## config.mk

```make
export PLATFORM = sky130hd
export DESIGN_NAME = demux_hold
export DESIGN_NICKNAME = d
export VERILOG_FILES = /design/src/rtl/demux_hold_pkg.sv /design/src/rtl/demux_slot.sv /design/src/rtl/demux_hold.sv
export SDC_FILE = /design/constraint.sdc
export NUM_CORES = 1
export LEC_CHECK = 0
export CAP_MARGIN = 40
export CORE_MARGIN = 1
export CORE_UTILIZATION = 49
export DETAILED_ROUTE_END_ITERATION = 16
export PLACE_DENSITY = 0.84
export REMOVE_ABC_BUFFERS = 1
export SLEW_MARGIN = 20
export SYNTH_ARGS = -nofsm -noshare
export SYNTH_HDL_FRONTEND = slang
export SYNTH_HIERARCHICAL = 1
export SYNTH_SLANG_ARGS = --single-unit
```

## constraint.sdc

```tcl
create_clock -name clk -period 5.45 [get_ports clk]
set_clock_uncertainty 0.2 [all_clocks]
set_input_delay 0.545 -clock clk [delete_from_list [all_inputs] [get_ports clk]]
set_output_delay 0.545 -clock clk [all_outputs]
set_load 0.03 [all_outputs]
```

## src/rtl/demux_hold_pkg.sv

```systemverilog
// demux_hold_pkg: default sizes and helpers shared by the demux_hold slice
package demux_hold_pkg;
  localparam int WIDTH = 16;
  localparam int NOUT = 4;
  localparam int SELW = 2;
  localparam int CNTW = 8;
  function automatic int clog2(input int n);
    int r = 0;
    while ((1 << r) < n) r++;
    return r;
  endfunction
endpackage

```

## src/rtl/demux_slot.sv

```systemverilog
// demux_slot: one-entry holding register with valid flag
module demux_slot #(
  parameter int WIDTH = demux_hold_pkg::WIDTH
) (
  input  logic             clk,
  input  logic             rst,
  input  logic             load,
  input  logic             consume,
  input  logic [WIDTH-1:0] d,
  output logic [WIDTH-1:0] data,
  output logic             valid
);
  logic [WIDTH-1:0] data_d, data_q;
  logic             valid_d, valid_q;
  // a load in the same cycle as a consume keeps the slot full with the new word
  always_comb begin
    data_d  = load ? d : data_q;
    valid_d = load | (valid_q & ~consume);
  end
  always_ff @(posedge clk or posedge rst)
    if (rst) begin
      data_q  <= '0;
      valid_q <= 1'b0;
    end else begin
      data_q  <= data_d;
      valid_q <= valid_d;
    end
  assign data  = data_q;
  assign valid = valid_q;
endmodule

```

## src/rtl/demux_hold.sv

```systemverilog
// demux_hold: registered 1-to-NOUT demux with per-channel valid/ready holding slots
module demux_hold
  import demux_hold_pkg::*;
#(
  parameter int WIDTH = demux_hold_pkg::WIDTH,
  parameter int NOUT  = demux_hold_pkg::NOUT,
  parameter int SELW  = demux_hold_pkg::SELW,
  parameter int CNTW  = demux_hold_pkg::CNTW
) (
  input  logic                  clk,
  input  logic                  rst,
  input  logic [WIDTH-1:0]      in_data,
  input  logic [SELW-1:0]       in_sel,
  input  logic                  in_valid,
  output logic                  in_ready,
  output logic [NOUT*WIDTH-1:0] out_data,
  output logic [NOUT-1:0]       out_valid,
  input  logic [NOUT-1:0]       out_ready,
  output logic [CNTW-1:0]       xfer_count
);
  if (SELW != clog2(NOUT)) begin : g_bad_selw
    $error("demux_hold: SELW must equal log2(NOUT)");
  end
  logic            acc;
  logic [NOUT-1:0] load;
  logic [CNTW-1:0] cnt_d, cnt_q;
  always_comb begin
    in_ready = ~out_valid[in_sel] | out_ready[in_sel];
    acc      = in_valid & in_ready;
    load     = {NOUT{acc}} & (NOUT'(1) << in_sel);
    cnt_d    = cnt_q + CNTW'(acc);
  end
  always_ff @(posedge clk or posedge rst)
    if (rst) cnt_q <= '0;
    else     cnt_q <= cnt_d;
  assign xfer_count = cnt_q;
  for (genvar i = 0; i < NOUT; i++) begin : g_slot
    demux_slot #(.WIDTH(WIDTH)) u_slot (
      .clk    (clk),
      .rst    (rst),
      .load   (load[i]),
      .consume(out_ready[i]),
      .d      (in_data),
      .data   (out_data[i*WIDTH +: WIDTH]),
      .valid  (out_valid[i])
    );
  end
endmodule

```

==> impl_metrics.ini <==
[worst_setup_path]
r2r_slack_ps = 3410
slowest_stage = clkdlybuf4s50_1
reg2reg_depth = 7
crit_required_ps = 4700
critPathMaxFanout = 5
path_cells = clkdlybuf4s50_1, mux4_2, clkdlybuf4s50_1
slowest_delay_ps = 630
path_common_cell = clkdlybuf4s50_1
crit_family = buffers and inverters
crit_cells = 3
worst-path-buf-inv = 2
crit_path_end_kind = primary output
cp.arrival_ps = 2330
critical_path_class = primary input to primary output
cp-start-kind = primary input

[grt]
grt_pass1_wl_microns = 10800
grt_max_degree = 18
grt_overflow = 0
grt_pass1_vias = 2006
grtUsageTotal_pct = 23.0
grt_antenna_before_repair = 0

[sta]
maxSlewViolCount = 0
period_needed_ps = 3080
rsz0062_at_grt = false
fmax_mhz = 325
tightest_slew_ps = 740
finalSetupViolCount = 0
finalCritPeriodShare_pct = 56.5
hold_viol = 0
setup_tns_ps = 0
max_slew_margin_pct = 50.6

[die]
die-area_sq_um = 6800
die_w_microns = 82.5
io_pins = 102
die_h_microns = 82.5
initial_core_util_pct = 52.1
core_sq_um = 6100
rows = 28

[finish]
layout.nets = 326
final_cell_area_sq_um = 4470
finish.utilization_pct = 73.3
layout_common_cells = clkdlybuf4s50_1 (101), dfrtp_1 (76), mux2_4 (36)
drive_gt1_share_pct = 31.6
diodes = 0
area_growth_syn_to_layout_pct = 40.9
layout_commonest_cell = clkdlybuf4s50_1

[power_and_ir_drop]
cellPowerDensity_nw_per_um2 = 442
leakagePower_uw = 0.00199
power.total_uw = 1980
vdd_drop_max_mv = 0.281

[detailed_routing]
wl_per_cell_microns = 18.5
drtPass1Iterations = 4
wirelength_microns = 7030
drc = 0
drtIter0Drc = 75
routed_via_density = 5.15
num_vias = 1951
ant_nets = 0

[logic_synthesis]
netlist_instances = 189
synth_cell_types = 21
yosysSeqAreaShare_pct = 59.9
ys_ff_latch = 76
yosys_warnings = 6
synthesis.area_sq_um = 3170
synth.avg_cell_area_sq_um = 16.8

[outcome]
outcome = complete, no violations

[cts]
insertion_delay_ps = 350
cts_buffers = 9
post_cts_buffers = 0
cts_tree = yes
path_clk_slew_ps = 80
clk_path_buf_depth = 2
holdBufCountCts = 0
htree_levels = 3
clock-sinks = 76
cts_resized = 0
clockRootBuffer = clkbuf_8

[place]
gp_congestion = 0.818
place_area_sq_um = 4200
hpwlAfterDp_microns = 4810
io_buffers = 101

[min_path]
hold_class = primary input to async pin

[run]
drv_cap = 0
## layout make-up
cell class / count / area, sq um
inverters: 9 / 33.8
repair buffers: 107 / 1100
fillers: 430 / 1630
clock inverters: 4 / 55.1
flip-flops and latches: 76 / 1900
multi-input cells: 96 / 1130
clock buffers: 12 / 155
well taps: 75 / 93.8
## metal layers
layer | track usage (%) | part of all wire [%]
met1 | 28.3 | 42
met4 | 11.2 | 2.1
met3 | 6.59 | 5.2
met5 | 0 | 0
met2 | 37.0 | 50
## final timing paths
path / startpoint / to
min: rst / g_slot[1].u_slot/data[7]$_DFFE_PP0P_
min reg2reg: xfer_count[7]$_DFF_PP0_ / xfer_count[7]$_DFF_PP0_
max reg2reg: g_slot[1].u_slot/valid$_DFF_PP0_ / xfer_count[4]$_DFF_PP0_
max in group asynchronous: rst / g_slot[2].u_slot/data[12]$_DFFE_PP0P_
max: in_sel[1] / in_ready
min in group clk: xfer_count[7]$_DFF_PP0_ / xfer_count[7]$_DFF_PP0_
## stage by stage
step           setup WS, ps  std cells  hold WS (ps)
2_1_floorplan          1870        181           161
4_1_cts                2370        376           286
3_3_place_gp           2400        358           258
6_report               2370        379           259
3_5_place_dp           2370        360           275
5_1_grt                2350        379           255
## report_power, final
group | internal, uW | switching [uW]
clock network | 240 | 207
registers | 690 | 88.1
logic | 361 | 392
## flip-flops by register name, indices dropped and copies added (netlist names)
signal,flops
g_slot.u_slot/data,64
g_slot.u_slot/valid,4
xfer_count,8
## cells in the mapped netlist
| cell | number | area share (%) |
|---|---|---|
| nor4bb_1 | 1 | 0.32 |
| inv_1 | 9 | 1.1 |
| nor2_1 | 3 | 0.35 |
| xnor2_1 | 3 | 0.83 |
| mux2_4 | 36 | 17 |
| buf_12 | 4 | 2.5 |
| buf_6 | 4 | 1.4 |
| and3_1 | 1 | 0.20 |
| and2_1 | 1 | 0.20 |
| a21o_2 | 4 | 1.1 |
| ha_1 | 2 | 0.79 |
| dfrtp_1 | 76 | 60 |
| and4_2 | 1 | 0.32 |
| xor2_1 | 3 | 0.83 |
| nor3_1 | 1 | 0.16 |
| nand2_1 | 2 | 0.24 |
| mux2_2 | 28 | 9.9 |
| mux4_2 | 1 | 0.71 |
| nand2b_4 | 2 | 0.87 |
| nand2b_1 | 2 | 0.39 |
| nand3_1 | 5 | 0.79 |
## cell families (layout without fill, tap and decap cells)
group | after synthesis | after routing | synth area share [%]
AO/OA/AOI/OAI | 4 | 4 | 1.10
multiplexers | 65 | 65 | 27.7
AND/OR/NAND/NOR | 19 | 19 | 3.83
flip-flops | 76 | 76 | 59.9
adder cells (fa/ha/maj) | 2 | 2 | 0.789
buffers and inverters | 17 | 132 | 5.01
XOR/XNOR | 6 | 6 | 1.66
## worst register-to-register path, cell delays in order, from the launching register on
cell	delay, ps
dfrtp_1	420
nand2b_4	70
mux4_2	460
and2_1	170
ha_1	190
ha_1	230
nand3_1	110
xnor2_1	120
Note: power is estimated with default switching activity, not from simulation.
